## src/rtl/pcie_mwr_tx.sv

```systemverilog
// -----------------------------------------------------------------------------
// pcie_mwr_tx : posted Memory Write TLP initiator, 16-bit x1 PCIe transmit (VC0)
//
// A start pulse latches a DMA descriptor. The block waits for posted header and
// data credits, requests the transmit interface and sends a 3DW MWr header. The
// payload is then streamed from a local synchronous-read RAM port.
//
// Ports
//   pcie_clk, rstn        clock, asynchronous active-low reset
//   start                 one-cycle request (sampled only when idle)
//   dma_adr/len/tag       host byte address, payload length (DW), TLP tag
//   ram_base              first local RAM word of the payload
//   bus/dev/func_num      requester ID
//   tx_req/rdy/st/end     transmit handshake and TLP framing
//   tx_data               TLP word (0 outside a TLP)
//   tx_ca_ph/pd/p_recheck posted credit status from the core
//   rd_en/rd_adr/rd_dat   local RAM read port (data one cycle after rd_en)
//   busy/done/err         status: transfer active, completion, rejection
// -----------------------------------------------------------------------------
module pcie_mwr_tx #(
   parameter int MAX_PAYLOAD_DW = 32,
   parameter int RAM_AW         = 9
) (
   input  logic              pcie_clk,
   input  logic              rstn,
   input  logic              start,
   input  logic [31:0]       dma_adr,
   input  logic [9:0]        dma_len,
   input  logic [7:0]        dma_tag,
   input  logic [RAM_AW-1:0] ram_base,
   input  logic [7:0]        bus_num,
   input  logic [4:0]        dev_num,
   input  logic [2:0]        func_num,
   output logic              tx_req,
   input  logic              tx_rdy,
   output logic              tx_st,
   output logic              tx_end,
   output logic [15:0]       tx_data,
   input  logic [8:0]        tx_ca_ph,
   input  logic [12:0]       tx_ca_pd,
   input  logic              tx_ca_p_recheck,
   output logic              rd_en,
   output logic [RAM_AW-1:0] rd_adr,
   input  logic [15:0]       rd_dat,
   output logic              busy,
   output logic              done,
   output logic              err
);

   typedef enum logic [2:0] {S_IDLE, S_CREDIT, S_REQ, S_HDR, S_DATA} state_t;

   localparam logic [10:0]       MAX_LEN = 11'(MAX_PAYLOAD_DW);
   localparam logic [RAM_AW-1:0] ADR_ONE = {{(RAM_AW-1){1'b0}}, 1'b1};

   state_t            r_state;
   logic [31:2]       r_adr;
   logic [9:0]        r_len;
   logic [7:0]        r_tag;
   logic [RAM_AW-1:0] r_base;
   logic [15:0]       r_rid;
   logic [2:0]        r_idx;       // header word currently on tx_data
   logic [10:0]       r_rd_left;   // RAM reads still to issue
   logic [10:0]       r_dcnt;      // payload words left after the current one
   logic              r_tx_req, r_tx_st, r_tx_end, r_rd_en, r_busy, r_done, r_err;
   logic [RAM_AW-1:0] r_rd_adr;
   logic [15:0]       r_tx_data;

   logic        w_len_ok, w_ph_ok, w_pd_ok;
   logic [11:0] w_need_pd;
   logic [10:0] w_words;
   logic [2:0]  w_sel;
   logic [15:0] w_hdr;
   logic        w_unused;

   assign w_len_ok  = (dma_len != 10'd0) && ({1'b0, dma_len} <= MAX_LEN);
   assign w_need_pd = ({2'b00, r_len} + 12'd3) >> 2;
   assign w_ph_ok   = tx_ca_ph[8] | (tx_ca_ph[7:0] != 8'd0);
   assign w_pd_ok   = tx_ca_pd[12] | (tx_ca_pd[11:0] >= w_need_pd);
   assign w_words   = {r_len, 1'b0};
   // DW-aligned addressing: the two byte-offset bits carry no information.
   assign w_unused  = ^dma_adr[1:0];

   // Header word to load next: W0 on grant, otherwise the word after r_idx.
   assign w_sel = (r_state == S_REQ) ? 3'd0 : r_idx + 3'd1;

   always_comb begin
      w_hdr = 16'h0000;
      case (w_sel)
         3'd0: w_hdr = {8'h40, 6'b000000, r_len[9:8]};
         3'd1: w_hdr = {8'h00, r_len[7:0]};
         3'd2: w_hdr = r_rid;
         3'd3: w_hdr = {r_tag, (r_len > 10'd1) ? 4'hF : 4'h0, 4'hF};
         3'd4: w_hdr = r_adr[31:16];
         3'd5: w_hdr = {r_adr[15:2], 2'b00};
         default: w_hdr = 16'h0000;
      endcase
   end

   // NOTE: payload words bypass the output register; the RAM's one-cycle read
   // latency already lines rd_dat up with the word slot after W5.
   assign tx_data = (r_state == S_DATA) ? rd_dat : r_tx_data;

   assign tx_req = r_tx_req;
   assign tx_st  = r_tx_st;
   assign tx_end = r_tx_end;
   assign rd_en  = r_rd_en;
   assign rd_adr = r_rd_adr;
   assign busy   = r_busy;
   assign done   = r_done;
   assign err    = r_err;

   // NOTE: all state uses non-blocking assignments so every register sees the
   // pre-edge value of every other register, independent of statement order.
   always_ff @(posedge pcie_clk or negedge rstn) begin
      if (!rstn) begin
         r_state   <= S_IDLE;
         r_adr     <= '0;
         r_len     <= '0;
         r_tag     <= '0;
         r_base    <= '0;
         r_rid     <= '0;
         r_idx     <= '0;
         r_rd_left <= '0;
         r_dcnt    <= '0;
         r_tx_req  <= 1'b0;
         r_tx_st   <= 1'b0;
         r_tx_end  <= 1'b0;
         r_tx_data <= '0;
         r_rd_en   <= 1'b0;
         r_rd_adr  <= '0;
         r_busy    <= 1'b0;
         r_done    <= 1'b0;
         r_err     <= 1'b0;
      end else begin
         r_done <= 1'b0;
         r_err  <= 1'b0;

         // Read issue runs on its own once primed from the header phase.
         if (r_rd_left != 11'd0) begin
            r_rd_en   <= 1'b1;
            r_rd_adr  <= r_rd_adr + ADR_ONE;
            r_rd_left <= r_rd_left - 11'd1;
         end else begin
            r_rd_en <= 1'b0;
         end

         case (r_state)
            S_IDLE: begin
               if (start) begin
                  if (w_len_ok) begin
                     r_adr   <= dma_adr[31:2];
                     r_len   <= dma_len;
                     r_tag   <= dma_tag;
                     r_base  <= ram_base;
                     r_rid   <= {bus_num, dev_num, func_num};
                     r_busy  <= 1'b1;
                     r_state <= S_CREDIT;
                  end else begin
                     r_err <= 1'b1;
                  end
               end
            end
            S_CREDIT: begin
               // Credit values are unsettled during a recheck cycle.
               if (!tx_ca_p_recheck && w_ph_ok && w_pd_ok) begin
                  r_tx_req <= 1'b1;
                  r_state  <= S_REQ;
               end
            end
            S_REQ: begin
               if (tx_rdy) begin
                  r_tx_req  <= 1'b0;
                  r_tx_st   <= 1'b1;
                  r_tx_data <= w_hdr;
                  r_idx     <= 3'd0;
                  r_state   <= S_HDR;
               end
            end
            S_HDR: begin
               r_tx_st <= 1'b0;
               r_idx   <= r_idx + 3'd1;
               if (r_idx == 3'd5) begin
                  r_tx_data <= 16'h0000;
                  r_dcnt    <= w_words - 11'd1;
                  r_state   <= S_DATA;
               end else begin
                  r_tx_data <= w_hdr;
               end
               // First read goes out alongside W5 so its data lands on data word 0.
               if (r_idx == 3'd4) begin
                  r_rd_en   <= 1'b1;
                  r_rd_adr  <= r_base;
                  r_rd_left <= w_words - 11'd1;
               end
            end
            S_DATA: begin
               if (r_tx_end) begin
                  r_tx_end <= 1'b0;
                  r_done   <= 1'b1;
                  r_busy   <= 1'b0;
                  r_state  <= S_IDLE;
               end else begin
                  if (r_dcnt == 11'd1) r_tx_end <= 1'b1;
                  r_dcnt <= r_dcnt - 11'd1;
               end
            end
            default: r_state <= S_IDLE;
         endcase
      end
   end

endmodule

```

## config.mk

```make
export PLATFORM = sky130hd
export DESIGN_NAME = pcie_mwr_tx
export DESIGN_NICKNAME = d
export VERILOG_FILES = /design/src/rtl/pcie_mwr_tx.sv
export SDC_FILE = /design/constraint.sdc
export NUM_CORES = 1
export LEC_CHECK = 0
export ABC_AREA = 0
export BUFFER_PORTS_ARGS = -buffer_cell sky130_fd_sc_hd__buf_2
export CAP_MARGIN = 40
export CORE_UTILIZATION = 50
export DETAILED_ROUTE_END_ITERATION = 12
export GPL_ROUTABILITY_DRIVEN = 0
export PLACE_DENSITY = 0.88
export SYNTH_ARGS = -nofsm -noshare
export SYNTH_HDL_FRONTEND = slang
export SYNTH_SLANG_ARGS = --single-unit
```

## constraint.sdc

```tcl
create_clock -name pcie_clk -period 2.45 [get_ports pcie_clk]
set_input_delay 0.49 -clock pcie_clk [delete_from_list [all_inputs] [get_ports pcie_clk]]
set_output_delay 0.49 -clock pcie_clk [all_outputs]
set_load 0.005 [all_outputs]
```

# --- Yosys cells after proc, flatten, opt, wreduce, memory -nomap -nowiden ---
# Index checks and enable logic that the tools add are counted.
classes:
  magnitude_cmp: 3
  eq_ne: 19
  n_reduce_logical: 19
  mux: 44
  n_addsub: 6
  n_bitwise: 2
ops:
  columns: ["operator", "count"]
  rows:
  - ["case mux 16 bit (6 select lines)", 1]
  - ["two-way mux 11 bit", 5]
  - ["two-way mux 16 bit", 3]
  - ["subtractor 11 x 1 -> 11 bit, second input constant", 3]
  - ["case mux 16 bit (2 select lines)", 1]
  - ["two-way mux 9 bit", 3]
  - ["two-way mux 3 bit", 8]
  - ["case mux 11 bit (2 select lines)", 1]
  - ["two-way mux 1 bit", 16]
  - ["== test 3 bit, second input constant", 5]
  - ["case mux 3 bit (5 select lines)", 1]
  - ["inequality test 2 bit, second input constant", 7]
  - ["== test 3 x 2 -> 1 bit, second input constant", 4]
  - ["greater-or-equal comparator 12 x 9 -> 1 bit", 1]
  - ["adder 10 x 2 -> 11 bit, second input constant", 1]
  - ["== test 11 x 1 -> 1 bit, second input constant", 1]
  - ["nonzero test 11 bit", 1]
  - ["> comparator 10 x 1 -> 1 bit, second input constant", 1]
  - ["less-or-equal comparator 10 x 6 -> 1 bit, second input constant", 1]
  - ["nonzero test 10 bit", 1]
  - ["adder 9 x 1 -> 9 bit, second input constant", 1]
  - ["AND reduction 3 bit", 3]
  - ["nonzero test 2 bit", 4]
  - ["nonzero test 8 bit", 1]
  - ["12 further kinds", 19]
totals:
  reg_bits: 133

# --- Logic depth before layout (Yosys ltp) ---
depth:
  depth_word: 6
  depth_mapped: 13
  mapped_depth_nobuf: 13

# --- Worst setup path before layout ---
# No wires, ideal clock.
synth_path:
  path_type: "register to register"
  startpoint: "register r_len[0]"
  endpoint: "register r_state[0]"
  required_ns: 2.324
  slack_ns: -0.095
  t_arrival_ns: 2.419
  stages_incl_launch_ff: 14
  setup_time_ns: 0.126
  path_buffers: 0
  cell_sequence: "dfrtp_1 inv_1 ha_1 inv_1 nand3_1 nor2_1 and3_1 nand3_1 ha_1 and3_1 o2111ai_1 o211ai_1 nand2_1 a221o_1"
synth_between:
  elab_chain_cells: 6
synth_rtl:
  columns: ["element", "line_no", "text"]
  rows:
  - ["start: declaration", "57", "logic [9:0] r_len;"]
  - ["start signal: assignment", "152", "r_len <= dma_len;"]
  - ["adder 10 x 2 -> 11 bit", "76", "assign w_need_pd = ({2'b00, r_len} + 12'd3) >> 2;"]
  - ["greater-or-equal comparator 12 x 9 -> 1 bit", "78", "assign w_pd_ok = tx_ca_pd[12] | (tx_ca_pd[11:0] >= w_need_pd);"]
  - ["OR 1 bit", "78", null]
  - ["logical AND 1 bit", "165", "if (!tx_ca_p_recheck && w_ph_ok && w_pd_ok) begin"]
  - ["inequality test 2 bit (no source line)", null, null]
  - ["AND reduction 6 bit (no source line)", null, null]
  - ["end signal: assignment", "167", "r_state <= S_REQ;"]
  - ["end signal: assignment", "176", "r_state <= S_HDR;"]
  - ["end signal: assignment", "185", "r_state <= S_DATA;"]
  - ["end: declaration", "55", "state_t r_state;"]
# Every way passes these cells.
# A chain may end at the register's enable or synchronous reset.

# --- Worst setup path in the final report ---
# Ends and elaborated chain as after synthesis.

==> results.md <==
- The count of distinct cell types in the synthesized netlist is 64.
- The maximum achievable frequency is between 0.3 and 0.4 GHz.
- Clock skew on the completed layout was measured at 0.00809 ns.
- OpenSTA, run right after detailed placement, puts the worst setup slack at -0.196 ns.
- The first TritonRoute pass finished after 7 iterations.
- Pin placement for this block handled 150 I/O pins.
- The combinational fraction of design power is 39.2%.
- The signal on the critical path passes through inv_2, ha_4, inv_4, nand3_4, nor2_4, and3_4, nand3_4, ha_4, and3_4, o2111ai_2, o211ai_1, nand2_1, a221o_1.
- The proportion of total power due to net switching is between 30% and 40%.
- Clock tree synthesis inserted a total of 17 buffers.
- The antenna diode count is 0.
- The ratio of routed vias to standard cells is ~6.
- The total of endpoints with negative setup slack in the final report is 19.
- The cell sitting at the root of the clock tree is a sky130_fd_sc_hd__clkbuf_16.
- The category of the worst setup path capture point is a register.
- The starting density of the core is 51.7%.
- Detailed routing placed a total of 9930 um of wire on met2.
- CTS saw around 130 sinks.
- Measured along the y axis, the die boundary spans 120 um.
- The power per cell area is 1070 nW/um^2.
- The amount of wire on met3 after detailed routing is 1340 um.
- The required time reported for the critical path endpoint is around 2.7 ns.
- The layout-stage area growth over the synthesis result is 27.7%.
- In this run the standard cell core region covers 13400 sq um.
- The final routed wire length divided by cell count is 18.9 um.
- The initial antenna violation count was 0.
- The count of port buffers added during placement is 147.
- The worst-skew pair later-pin latency is 0.41 ns.
- Leaving out filler cells and counting taps, the final layout contains 1039.
- The wire-length estimate of the detail-placed layout is 12600 um.
- Global routing used 28.1% of the available tracks across all layers.
- In the post-route analysis, the smallest setup slack over all paths is -0.165 ns.
- By area the synthesized netlist is led by sky130_fd_sc_hd__dfrtp_1 (48%), sky130_fd_sc_hd__mux2_2 (11%), sky130_fd_sc_hd__nand2_1 (5.2%), sky130_fd_sc_hd__ha_1 (3.3%), sky130_fd_sc_hd__o21ai_0 (2.4%).
- The cell with the largest stage delay on the worst path is sky130_fd_sc_hd__dfrtp_1.
- The final route contains 6235 vias.
- The longest clock path from root to sink contains 2 buffers.
- The normalized max-slew margin is 64.8%.
- After layout, the design draws a total of 9.47 mW.
- Entering global routing, the biggest net connects 52 pins.
- Averaged over all synthesized cells, the footprint is 10.3 sq um.
- At the pin with the least slew margin, the transition time is 0.524 ns.
- The detailed router used layers up to and including met4.
- The proportion of netlist area held by the largest area contributor is around half.
- IR analysis of the VDD net gives a maximum drop of 0.556 mV.
- After detailed routing, the wire length on met1 is 7730 um.
- Synthesis produced a netlist whose cell count is about 670.
- In this run the number of H-tree levels came out at 4.
- Data on the critical path arrives at its endpoint at 2.91 ns.
- The cell count after placement is 999.
- The largest total area in the synthesized netlist belongs to sky130_fd_sc_hd__dfrtp_1.
- The class of the most critical setup path is register to register.
- The number of buffers inserted for hold repair after clock tree synthesis is 0.
- For this run, asynchronously set or reset flops after synthesis account for 100%.
- The analysis attributes to cell leakage a power of 4.28 nW.
- The hold violation total from the final report is 0.
- On the final layout, the worst hold slack is 0.0427 ns.
- The total congestion overflow is 0.
- The register share of total power is 35.5%.
- Clock-pin slew was measured on the worst setup and hold paths at ~0.06 ns.
- The number of synthesized register bits is 133.
- The synthesized netlist net count is 807.
- The commonest register cell after synthesis is sky130_fd_sc_hd__dfrtp_1.
- Setup repair after global routing could not meet its margin everywhere.
- The type of the tightest min-delay check is input pin to asynchronous set/reset pin.
- The count of routing violations after the opening detailed-route iteration is 558.
- The DRC violations left is 0.
- In the final layout, the share of cells above drive strength 1 is around two fifths.
- After layout, the worst path uses 107% of the clock period.
- The power dissipated by switching net loads is 3.59 mW.
- The number of warnings issued by yosys is 0.
- The final reports fail on negative setup slack.
- The post-detailed-routing wire length is roughly 20000 um.
- The final number of max-transition violations came to 0.
- The peak fanout along the critical path is 3.
- The highest cell delay on the worst timing path is around 0.41 ns.
- The depth of the worst register-to-register path is 13.
- The final critical path time including I/O delays and setup is 2.61 ns.
- After synthesis the cells add up to 6920 sq um.
- After filler insertion, the fill cell instance count of the layout stands at 959.
- The final layout contains 986 nets.
- STA classifies the critical path startpoint as a register.
- The via count of the first global-routing pass is roughly 6300.
- In this run the remaining antenna-violating nets after routing total 0.
- The die outline width is 120 um.
- The final core area utilization is approximately two thirds.
- The TritonCTS clock tree is done.
- Internal power comes to 5.88 mW.
- Of the synthesized area, sequential elements account for about half.
- The number of maximum-capacitance violations is 0.
- The fraction of power consumed by the clock network is 25.3%.
- In this run the core area contains 42 standard-cell rows.
- The flow ran to the end, but the final reports show violations.
- Yosys mapped a number of flops with a built-in enable equal to 0.
- The wire length of the first global-routing pass is 31100 um.
- The die footprint is between 10000 and 15000 sq um.
-- synth_stat cells, drive strengths merged (2+ instances only) --
library cell  count
nor3b             4
nor2             36
o21ai            34
nor2b             6
nor4              8
dfrtp           133
a21oi            26
nand3b            3
a22o              4
a211oi            3
a2bb2oi           2
nand3            20
and3              6
and2              3
xor2             18
nor4b             2
or4              10
mux2             70
a21o              2
or3               2
a31oi             6
mux2i             7
o22ai             3
nand2b            6
inv              13
a221oi           15
clkbuf           29
xnor2            15
o311ai            2
ha               18
nand4             6
a32oi             6
o211ai            3
o31ai             9
buf              14
or3b              2
nand2            96
nor3             14
-- worst max-delay path: cells and delay by family, from the launching register on --
kind,cells,cell delay [ns]
buf+inv,2,0.14
flops,1,0.41
simple gates,6,0.81
compound gates,3,0.67
fa+ha+maj,2,0.46
-- final timing paths --
path / from / end / slack, ns
min reg2reg: r_tx_data[11]$_DFFE_PN0P_ / r_tx_data[11]$_DFFE_PN0P_ / 0.49
max in group asynchronous: rstn / r_tag[2]$_DFFE_PN0P_ / 1.78
min: rstn / r_rd_left[10]$_DFF_PN0_ / 0.04
min in group pcie_clk: dev_num[1] / r_rid[4]$_DFFE_PN0P_ / 0.29
max reg2reg: r_len[0]$_DFFE_PN0P_ / r_state[0]$_DFFE_PN0P_ / -0.16
max: r_len[0]$_DFFE_PN0P_ / r_state[0]$_DFFE_PN0P_ / -0.16
-- kinds of logic after synthesis --
logic type,share of synthesized area (%)
AND/OR/NAND/NOR,15.9
flip-flops,48.1
AO/OA/AOI/OAI,12.6
multiplexers,12.4
buffers and inverters,3.47
XOR/XNOR,4.28
adder cells (fa/ha/maj),3.25
-- metal layers --
metal | vias to the layer above | GRT usage (%)
met2 | 356 | 47.2
met3 | 79 | 6.32
li1 | 2781 | -
met5 | - | 0
met1 | 3019 | 33.7
met4 | 0 | 14.2
-- metrics by stage --
| stage | setup TNS, ns | cell area [sq um] |
|---|---|---|
| 2_1_floorplan | 0 | 6930 |
| 3_3_place_gp | -0.0715 | 8130 |
| 3_5_place_dp | -0.197 | 8130 |
| 4_1_cts | -0.691 | 8780 |
| 5_1_grt | -2.35 | 8840 |
| 6_report | -1.04 | 8840 |
-- timing repair --
| action | in CTS | in global routing |
|---|---|---|
| resized for setup | 10 | 9 |
| pin swaps | 9 | 7 |
| setup buffers | 4 | 4 |
| endpoints found under the setup margin | 19 | 20 |
-- power by group through the flow --
stage          clock network (mW)  registers, mW  logic, mW
2_1_floorplan                   0           3.19       2.30
3_3_place_gp                    0           3.31       3.32
3_5_place_dp                    0           3.34       3.45
4_1_cts                      2.40           3.32       3.58
5_1_grt                      2.51           3.42       4.03
6_report                     2.40           3.36       3.71
-- sequential cells by signal, summed over array words and instances, names as in the netlist --
| register | count |
|---|---|
| busy | 1 |
| done | 1 |
| err | 1 |
| r_adr | 30 |
| r_base | 9 |
| r_dcnt | 11 |
| r_idx | 3 |
| r_len | 10 |
| r_rd_left | 11 |
| r_rid | 16 |
| r_state | 3 |
| r_tag | 8 |
| r_tx_data | 16 |
| rd_adr | 9 |
| rd_en | 1 |
| tx_end | 1 |
| tx_req | 1 |
| tx_st | 1 |
-- final cells by class --
class	count	area, sq um	area share [%]
Timing Repair Buffer	203	1210	13.7
Inverter	13	51.3	0.580
Clock buffer	26	519	5.87
Tap cell	176	220	2.49
Multi-Input combinational cell	482	3470	39.3
Clock inverter	6	41.3	0.467
Sequential cell	133	3330	37.7
-- cell usage in the layout (no fill, tap or decap), types with 7 or more instances in the layout --
master                      count
sky130_fd_sc_hd__clkbuf_16     17
sky130_fd_sc_hd__nor2_1        35
sky130_fd_sc_hd__mux2i_1        7
sky130_fd_sc_hd__nand2_1       96
sky130_fd_sc_hd__xnor2_1       14
sky130_fd_sc_hd__buf_2        147
sky130_fd_sc_hd__o31ai_1        9
sky130_fd_sc_hd__a221oi_1      15
sky130_fd_sc_hd__o21ai_0       32
sky130_fd_sc_hd__buf_4         51
sky130_fd_sc_hd__nand3_1       18
sky130_fd_sc_hd__ha_1          16
sky130_fd_sc_hd__dfrtp_1      132
sky130_fd_sc_hd__a21oi_1       26
sky130_fd_sc_hd__xor2_1        17
sky130_fd_sc_hd__inv_1         10
sky130_fd_sc_hd__nor4_1         7
sky130_fd_sc_hd__nor3_1        14
sky130_fd_sc_hd__mux2_2        67
No activity file was read; power rests on OpenSTA's default activity.
